[config.mk]
export PLATFORM = sky130hd
export DESIGN_NAME = maze_controller
export DESIGN_NICKNAME = d
export VERILOG_FILES = /design/src/rtl/maze_controller.sv
export SDC_FILE = /design/constraint.sdc
export NUM_CORES = 1
export LEC_CHECK = 0
export ABC_AREA = 1
export ABC_CLOCK_PERIOD_IN_PS = 3200
export BUFFER_PORTS_ARGS = -buffer_cell sky130_fd_sc_hd__buf_2
export CAP_MARGIN = 20
export CORE_ASPECT_RATIO = 0.9
export CORE_MARGIN = 1.5
export CORE_UTILIZATION = 35
export CTS_BUF_LIST = sky130_fd_sc_hd__clkbuf_4
export DETAILED_ROUTE_END_ITERATION = 8
export PLACE_DENSITY = 0.63
export SLEW_MARGIN = 30
export SYNTH_ARGS = -nofsm -noshare
export SYNTH_HDL_FRONTEND = slang
export SYNTH_SLANG_ARGS = --single-unit
[constraint.sdc]
create_clock -name clk_i -period 3.2 [get_ports clk_i]
set_input_delay 0.64 -clock clk_i [delete_from_list [all_inputs] [get_ports clk_i]]
set_output_delay 0.64 -clock clk_i [all_outputs]
set_load 0.01 [all_outputs]
[src/rtl/maze_controller.sv]
// maze_controller
// Moore FSM sequencing the maze-game datapath: initialises position and
// timers, samples the decoded arrow key, probes the obstacle memory at the
// target cell, then moves, blocks, respawns, freezes or declares a win.
//
// Optional feature macro: MAZE_ICE_FREEZE_EN
//   defined   : ice cells move the player, draw it frozen and block input
//               until unfrozen_i.
//   undefined : obs_ice_i is ignored (ice is open floor); FREEZE/FROZEN
//               do not exist.
//
// Ports
//   clk_i, resetn_i        clock, synchronous active-low reset
//   move_i[2:0]            decoded key: 0 none, 1 left, 2 right, 3 up, 4 down
//   obs_wall/lava/ice_i    obstacle class of the probed cell
//   unfrozen_i             freeze period elapsed
//   timer_done_i           step period elapsed
//   win_i                  player is on the goal cell
//   en_/s_xpos_o, ypos_o   position enables, selects (0 init, 1 +1, 2 -1)
//   en_/s_key_o            key register enable, select (1 capture, 0 clear)
//   en_obs_o, s_obs_o      probe register enable, probe offset (direction)
//   s_color_o              0 trail, 1 player, 2 frozen, 3 win
//   plot_o                 single-cycle VGA write strobe
//   en_/s_timer_o          step/freeze timer enable, select (1 count, 0 clear)
//   en_/s_clockt_o         game clock enable, select (1 count, 0 clear)
//   game_won_o             high while in WIN
//
// States
//   RESET     | all outputs low, waiting for resetn_i
//   INIT      | load start position, clear key, timer and game clock
//   DRAW      | plot player colour, clear timer
//   HOLD      | rate-limit: count timer until timer_done_i
//   IDLE      | capture key; latch direction on a nonzero key
//   PROBE     | load probe register at target cell, consume key
//   READ      | wait MEM_LAT cycles for obstacle memory
//   DECIDE    | wall > lava > ice > open
//   ERASE     | plot trail at the old cell
//   STEP      | move one cell along dir
//   FREEZE    | plot frozen colour, clear timer   (macro only)
//   FROZEN    | count timer, discard keys         (macro only)
//   WIN_PLOT  | plot win colour once
//   WIN_HOLD  | hold game_won until reset
module maze_controller #(
  parameter int unsigned MEM_LAT = 1
) (
  input  logic       clk_i,
  input  logic       resetn_i,
  input  logic [2:0] move_i,
  input  logic       obs_wall_i,
  input  logic       obs_lava_i,
  input  logic       obs_ice_i,
  input  logic       unfrozen_i,
  input  logic       timer_done_i,
  input  logic       win_i,
  output logic       en_xpos_o,
  output logic       en_ypos_o,
  output logic [1:0] s_xpos_o,
  output logic [1:0] s_ypos_o,
  output logic       en_key_o,
  output logic       s_key_o,
  output logic       en_obs_o,
  output logic [2:0] s_obs_o,
  output logic [1:0] s_color_o,
  output logic       plot_o,
  output logic       en_timer_o,
  output logic       s_timer_o,
  output logic       en_clockt_o,
  output logic       s_clockt_o,
  output logic       game_won_o
);

  typedef enum logic [3:0] {
    ST_RESET,
    ST_INIT,
    ST_DRAW,
    ST_HOLD,
    ST_IDLE,
    ST_PROBE,
    ST_READ,
    ST_DECIDE,
    ST_ERASE,
    ST_STEP,
`ifdef MAZE_ICE_FREEZE_EN
    ST_FREEZE,
    ST_FROZEN,
`endif
    ST_WIN_PLOT,
    ST_WIN_HOLD
  } state_e;

  // READ counts down from MEM_LAT-1 to 0, giving MEM_LAT cycles in READ.
  localparam logic [1:0] LAT_LOAD = 2'(MEM_LAT - 1);

  state_e     state_q, state_d;
  logic [2:0] dir_q, dir_d;
  logic [1:0] wait_q, wait_d;
  logic       respawn_q, respawn_d;
`ifdef MAZE_ICE_FREEZE_EN
  logic       freeze_q, freeze_d;
`else
  logic       unused_ice_inputs;
  assign unused_ice_inputs = obs_ice_i | unfrozen_i;
`endif

  always_ff @(posedge clk_i) begin
    if (!resetn_i) begin
      state_q   <= ST_RESET;
      dir_q     <= 3'd0;
      wait_q    <= 2'd0;
      respawn_q <= 1'b0;
`ifdef MAZE_ICE_FREEZE_EN
      freeze_q  <= 1'b0;
`endif
    end else begin
      state_q   <= state_d;
      dir_q     <= dir_d;
      wait_q    <= wait_d;
      respawn_q <= respawn_d;
`ifdef MAZE_ICE_FREEZE_EN
      freeze_q  <= freeze_d;
`endif
    end
  end

  always_comb begin
    state_d   = state_q;
    dir_d     = dir_q;
    wait_d    = wait_q;
    respawn_d = respawn_q;
`ifdef MAZE_ICE_FREEZE_EN
    freeze_d  = freeze_q;
`endif
    case (state_q)
      ST_RESET: begin
        respawn_d = 1'b0;
`ifdef MAZE_ICE_FREEZE_EN
        freeze_d  = 1'b0;
`endif
        state_d   = ST_INIT;
      end
      ST_INIT:  state_d = ST_DRAW;
      ST_DRAW:  state_d = ST_HOLD;
      ST_HOLD: begin
        if (timer_done_i) state_d = win_i ? ST_WIN_PLOT : ST_IDLE;
      end
      ST_IDLE: begin
        respawn_d = 1'b0;
`ifdef MAZE_ICE_FREEZE_EN
        freeze_d  = 1'b0;
`endif
        if (move_i != 3'd0) begin
          dir_d   = move_i;
          state_d = ST_PROBE;
        end
      end
      ST_PROBE: begin
        wait_d  = LAT_LOAD;
        state_d = ST_READ;
      end
      ST_READ: begin
        if (wait_q == 2'd0) state_d = ST_DECIDE;
        else                wait_d  = wait_q - 2'd1;
      end
      ST_DECIDE: begin
        if (obs_wall_i) begin
          state_d = ST_IDLE;
        end else if (obs_lava_i) begin
          respawn_d = 1'b1;
          state_d   = ST_ERASE;
`ifdef MAZE_ICE_FREEZE_EN
        end else if (obs_ice_i) begin
          freeze_d = 1'b1;
          state_d  = ST_ERASE;
`endif
        end else begin
          state_d = ST_ERASE;
        end
      end
      ST_ERASE: state_d = respawn_q ? ST_INIT : ST_STEP;
`ifdef MAZE_ICE_FREEZE_EN
      ST_STEP:   state_d = freeze_q ? ST_FREEZE : ST_DRAW;
      ST_FREEZE: state_d = ST_FROZEN;
      ST_FROZEN: begin
        if (unfrozen_i) state_d = ST_DRAW;
      end
`else
      ST_STEP:   state_d = ST_DRAW;
`endif
      ST_WIN_PLOT: state_d = ST_WIN_HOLD;
      ST_WIN_HOLD: state_d = ST_WIN_HOLD;
      default:     state_d = ST_RESET;
    endcase
  end

  always_comb begin
    en_xpos_o   = 1'b0;
    en_ypos_o   = 1'b0;
    s_xpos_o    = 2'd0;
    s_ypos_o    = 2'd0;
    en_key_o    = 1'b0;
    s_key_o     = 1'b0;
    en_obs_o    = 1'b0;
    s_obs_o     = 3'd0;
    s_color_o   = 2'd0;
    plot_o      = 1'b0;
    en_timer_o  = 1'b0;
    s_timer_o   = 1'b0;
    en_clockt_o = 1'b0;
    s_clockt_o  = 1'b0;
    game_won_o  = 1'b0;
    case (state_q)
      ST_INIT: begin
        en_xpos_o   = 1'b1;
        en_ypos_o   = 1'b1;
        en_key_o    = 1'b1;
        en_timer_o  = 1'b1;
        en_clockt_o = 1'b1;
      end
      ST_DRAW: begin
        plot_o     = 1'b1;
        s_color_o  = 2'd1;
        en_timer_o = 1'b1;
      end
      ST_HOLD: begin
        en_timer_o  = 1'b1;
        s_timer_o   = 1'b1;
        en_clockt_o = 1'b1;
        s_clockt_o  = 1'b1;
      end
      ST_IDLE: begin
        en_key_o    = 1'b1;
        s_key_o     = 1'b1;
        en_clockt_o = 1'b1;
        s_clockt_o  = 1'b1;
      end
      ST_PROBE: begin
        en_obs_o = 1'b1;
        s_obs_o  = dir_q;
        en_key_o = 1'b1;
      end
      ST_ERASE: begin
        plot_o    = 1'b1;
        s_color_o = 2'd0;
      end
      ST_STEP: begin
        case (dir_q)
          3'd1: begin en_xpos_o = 1'b1; s_xpos_o = 2'd2; end
          3'd2: begin en_xpos_o = 1'b1; s_xpos_o = 2'd1; end
          3'd3: begin en_ypos_o = 1'b1; s_ypos_o = 2'd2; end
          3'd4: begin en_ypos_o = 1'b1; s_ypos_o = 2'd1; end
          default: ;
        endcase
      end
`ifdef MAZE_ICE_FREEZE_EN
      ST_FREEZE: begin
        plot_o     = 1'b1;
        s_color_o  = 2'd2;
        en_timer_o = 1'b1;
      end
      ST_FROZEN: begin
        en_timer_o = 1'b1;
        s_timer_o  = 1'b1;
        en_key_o   = 1'b1;
      end
`endif
      ST_WIN_PLOT: begin
        plot_o     = 1'b1;
        s_color_o  = 2'd3;
        game_won_o = 1'b1;
      end
      ST_WIN_HOLD: game_won_o = 1'b1;
      default: ;
    endcase
  end

endmodule

## Word-level counts from Yosys, hierarchy flattened

Index checks and enable logic that the tools add are counted.

| storage, ports and cells | value |
|---|---|
| output and inout bits | 20 |
| bits in registers | 10 |
| logic and storage cells | 76 |
| bits of input ports | 11 |

| operators by class | value |
|---|---|
| reductions and logical operators | 19 |
| eq/ne operators | 21 |
| add/subtract/negate cells | 1 |
| muxes and demuxes | 31 |

Operators with widths:

| kind | number |
|---|---|
| $pmux W4 S10 | 1 |
| $mux W4 | 6 |
| $eq A4 B3 Y1 const B | 4 |
| $eq A4 B4 Y1 const B | 4 |
| $pmux W2 S2 | 4 |
| $mux W1 | 13 |
| $ne A2 B2 Y1 const B | 6 |
| $reduce_or A2 Y1 | 6 |
| $reduce_or A3 Y1 | 4 |
| $eq A4 B2 Y1 const B | 2 |
| $eq A3 B2 Y1 const B | 2 |
| $mux W2 | 3 |
| $pmux W1 S2 | 3 |
| $reduce_and A3 Y1 | 2 |
| $eq A4 B1 Y1 const B | 1 |
| $logic_not A4 Y1 | 1 |
| $reduce_and A2 Y1 | 2 |
| $reduce_bool A2 Y1 | 2 |
| $eq A3 B1 Y1 const B | 1 |
| $eq A3 B3 Y1 const B | 1 |
| $mux W3 | 1 |
| $reduce_bool A3 Y1 | 1 |
| $logic_not A2 Y1 | 1 |
| $sub A2 B1 Y2 const B | 1 |

## Depth between registers and ports, before layout

| logic depth | value |
|---|---|
| depth after elaboration | 4 |
| gate-level depth with buffers | 9 |
| mapped depth without buffers | 8 |

## Worst setup path before layout

Ideal clock, no wire load.

| path | value |
|---|---|
| path kind | register to output |
| from | register state_q[0] |
| to | output s_xpos_o[0] |
| required time | 2560 ps |
| path buffers | 0 |
| data arrival time | 1122 ps |
| slack | 1438 ps |
| stages on the path, launching flop included | 5 |
| path through | dfxtp_1 inv_2 nor2_4 nand3_2 nor4_1 |

| on the way | value |
|---|---|
| longest elaborated chain between the ends | 2 |

Ends and longest elaborated chain:

| item | RTL line | RTL |
|---|---|---|
| start: declaration | 94 | `state_e state_q, state_d;` |
| start signal: assignment | 115 | `state_q <= state_d;` |
| $eq A4 B4 Y1 | 211 | `case (state_q)` |
| $mux W2 | 211 |  |
| end: declaration | 57 | `output logic [1:0] s_xpos_o,` |

No other way between the ends.

## Final worst setup path

| path | value |
|---|---|
| from | register state_q[0] |
| to | output en_xpos_o |

| on the way | value |
|---|---|
| longest elaborated chain between the ends | 2 |
| elaborated cells on any way between the ends | 3 |
| classes of those cells | eq/ne (2); mux (1) |

Ends and longest elaborated chain:

| item | RTL line | RTL |
|---|---|---|
| $eq A4 B4 Y1 or $eq A4 B1 Y1 (tied branches) | 211 |  |
| $pmux W1 S2 * | 211 |  |
| end: declaration | 55 | `output logic en_xpos_o,` |

Every way passes the cells marked *; elsewhere a longest branch is shown, timed or not.

==> out/metrics.csv <==
stage;metric;value;unit
cells_and_area;share of layout cells above drive strength 1;0.366;
global_routing;initial antenna violation count;0;
sta;RSZ-0062 raised after global routing;false;
pwr;PwrDens;324;mW/mm^2
sta;Post-Route Skew;2.95;ps
yosys;Cells after Synth;123;
yosys;top cells by area, synth;dfxtp_1 (26%), nand2_1 (9.2%), nor2_1 (8.3%), inv_1 (7.3%), a21oi_1 (7.1%);
sta;final worst path period share;0.674;
clock_tree;hold_buf cts;0;
clock_tree;clock root buffer master;clkbuf_4;
yosys;Synthesis Warnings;0;
critical_path;Crit-path slowest cell;dfxtp_1;
global_routing;total grt overflow;0;
yosys;sequential area share after synthesis;0.259;
cells_and_area;fin nets;167;
sta;worst slew pin tran;310;ps
worst_hold_path;Hold EP;respawn_q$_SDFFE_PN0P_;
sta;worst rel slew slack;0.793;
critical_path;Worst Reg-to-Reg Cells;7;
routing;DRT Pass-1 Iters;4;
global_routing;Tot GR Track Use;0.165;
cells_and_area;ANT cells;0;
critical_path;Crit. End Element;output port;
routing;total number of vias;853;
floorplanning;initial core utilization;0.389;
outcome;status;finished clean;
sta;Final min period;2160;ps
sta;Total Neg Setup Slack;0;ps
worst_hold_path;worst hold start;respawn_q$_SDFFE_PN0P_;
global_routing;vias in the first global route;694;
clock_tree;clk sinks;10;
routing;Residual DRC;0;
clock_tree;clock latency on the worst-skew pair;260;ps
critical_path;critical path launch point type;register;
pwr;Leak Pwr;0.510;nW
yosys;Avg Inst Size Synth;6.29;um^2
worst_hold_path;Tightest Hold Check Type;reg2reg;
floorplanning;die area;0.00250;mm^2
floorplanning;Rows;15;
worst_hold_path;Hold Path Stages;2;
cells_and_area;Fillers;223;
critical_path;worst r2r dst;wait_q[1]$_SDFFE_PN0P_;
place;hpwl dp;1.52;mm
routing;Vias per Instance;4.79;
clock_tree;TritonCTS Buffers;3;
critical_path;CP max FO;6;
clock_tree;Max Root-Sink Buffers;2;
yosys;top cell type's share of synthesized area;0.259;
floorplanning;Core Box Area;0.00199;mm^2
yosys;Synth cell types;21;
sta;final setup violating endpoints;0;
critical_path;WS Path Type;reg2out;
yosys;dominant cell type by area after synthesis;dfxtp_1;
pwr;maximum vdd drop;204;uV
sta;final hold slack;471;ps
clock_tree;postcts setup bufs;0;
routing;remaining antenna violation count;0;
routing;WL/cell;10.6;um
cells_and_area;Layout area overhead;24.4;%
routing;initial drt markers;12;
critical_path;Worst R2R Start;state_q[3]$_SDFFE_PN0P_;
clock_tree;CTS tree;built;
place;PortBufs;28;
floorplanning;Chip Width;52.5;um
run;max-cap violations;0;
global_routing;global-route wire length before repair;2.99;mm
floorplanning;Ports;31;
critical_path;worst path arrival time;1520;ps
routing;routed wire length;1.88;mm
critical_path;CP max stage delay;400;ps
critical_path;flop2flop setup slack;1890;ps
sta;Slew Limit Fails;0;
floorplanning;die height;47.6;um
clock_tree;Worst-path clk slew;60;ps
critical_path;worst path cell trace;inv_2 -> nor2_4 -> nand3_2 -> nor2_2 -> a21oi_1 -> o21ai_0 -> buf_2;
critical_path;Critical Path RT;2560;ps
yosys;cell area after synthesis;773;um^2
yosys;synthesized flop and latch total;10;
place;RePlAce Congestion;0.804;
sta;final hold vios;0;
global_routing;largest net degree at the start of global routing;9;
clock_tree;# resized after CTS;0;
sta;fmax;464;MHz
clock_tree;H-tree depth;1;
yosys;Syn Nets;135;
==> where the power goes <==
group          total [mW]  leakage (nW)  internal (mW)  switching, mW
Clock              0.0854        0.0138         0.0434         0.0420
Combinational      0.0876         0.415         0.0335         0.0541
Sequential          0.139        0.0813          0.129        0.00908
==> cell usage in the layout (no fill, tap or decap), drive strengths merged <==
cell	synthesis	layout
clkbuf	0	3
nor3	2	2
nand3	11	11
a21oi	11	11
nand2	30	30
dfxtp	10	10
buf	1	28
a31oi	1	1
ha	1	1
nor2	23	23
nor4	1	1
clkinv	1	1
o21ai	10	10
inv	21	21
==> registers in the layout, summed over array words and instances (netlist names) <==
| name | flops |
|---|---|
| respawn_q | 1 |
| state_q | 4 |
| wait_q | 2 |
| dir_q | 3 |
==> layout make-up <==
| cell class | count | area, um^2 | area share |
|---|---|---|---|
| well taps | 25 | 31.3 | 0.0325 |
| flip-flops and latches | 10 | 200 | 0.208 |
| inverters | 22 | 82.6 | 0.0858 |
| repair buffers | 28 | 140 | 0.146 |
| multi-input cells | 90 | 485 | 0.505 |
| clock buffers | 3 | 22.5 | 0.0234 |
==> layer usage <==
layer	share of wire	vias up	global-route usage
met5	0	-	0
met4	0.015	0	0.0615
met3	0.039	4	0.0375
met2	0.45	18	0.263
met1	0.49	381	0.222
li1	-	450	-
==> per-stage QoR <==
step / cells / utilization / power (mW) / setup WS, ps / instance area (um^2)
floorplan: 123 / - / 0.200 / 1440 / 773
global placement: 175 / 0.472 / 0.229 / 1340 / 940
detailed placement: 175 / 0.472 / 0.230 / 1320 / 940
CTS: 178 / 0.484 / 0.316 / 1020 / 962
global route: 178 / 0.484 / 0.332 / 852 / 962
finish: 178 / 0.484 / 0.312 / 1040 / 962
==> worst max-delay path: cells and delay by family, from the launching register on <==
kind	cells	cell delay, ps
compound gates	2	130
buf+inv	2	260
flops	1	400
simple gates	3	470
==> kinds of logic after synthesis <==
| family | Yosys count | synth area share |
|---|---|---|
| compound gates | 22 | 0.149 |
| fa+ha+maj | 1 | 0.0162 |
| buf+inv | 23 | 0.113 |
| flops | 10 | 0.259 |
| simple gates | 67 | 0.463 |
==> cells in the mapped netlist <==
cell type	instances
a21oi_1	11
a31oi_1	1
buf_2	1
clkinv_1	1
dfxtp_1	10
ha_1	1
inv_1	15
inv_2	6
nand2_1	19
nand2_2	7
nand2_4	4
nand3_1	10
nand3_2	1
nor2_1	17
nor2_2	2
nor2_4	4
nor3_1	2
nor4_1	1
o21ai_0	5
o21ai_1	4
o21ai_2	1
==> how the worst max path moves through the flow <==
| stage | start | cells past startpoint | to | slack, ps |
|---|---|---|---|---|
| after detailed placement | state_q[0]$_SDFFE_PN0P_ | 7 | en_ypos_o | 1320 |
| after global placement | state_q[0]$_SDFFE_PN0P_ | 7 | en_xpos_o | 1340 |
| final | state_q[0]$_SDFFE_PN0P_ | 7 | en_xpos_o | 1040 |
| after CTS | state_q[0]$_SDFFE_PN0P_ | 7 | en_xpos_o | 1020 |
| after global routing | state_q[0]$_SDFFE_PN0P_ | 7 | en_ypos_o | 850 |
| after floorplan | state_q[0]$_SDFFE_PN0P_ | 4 | s_xpos_o[0] | 1440 |
Note: power is estimated with default switching activity, not from simulation.
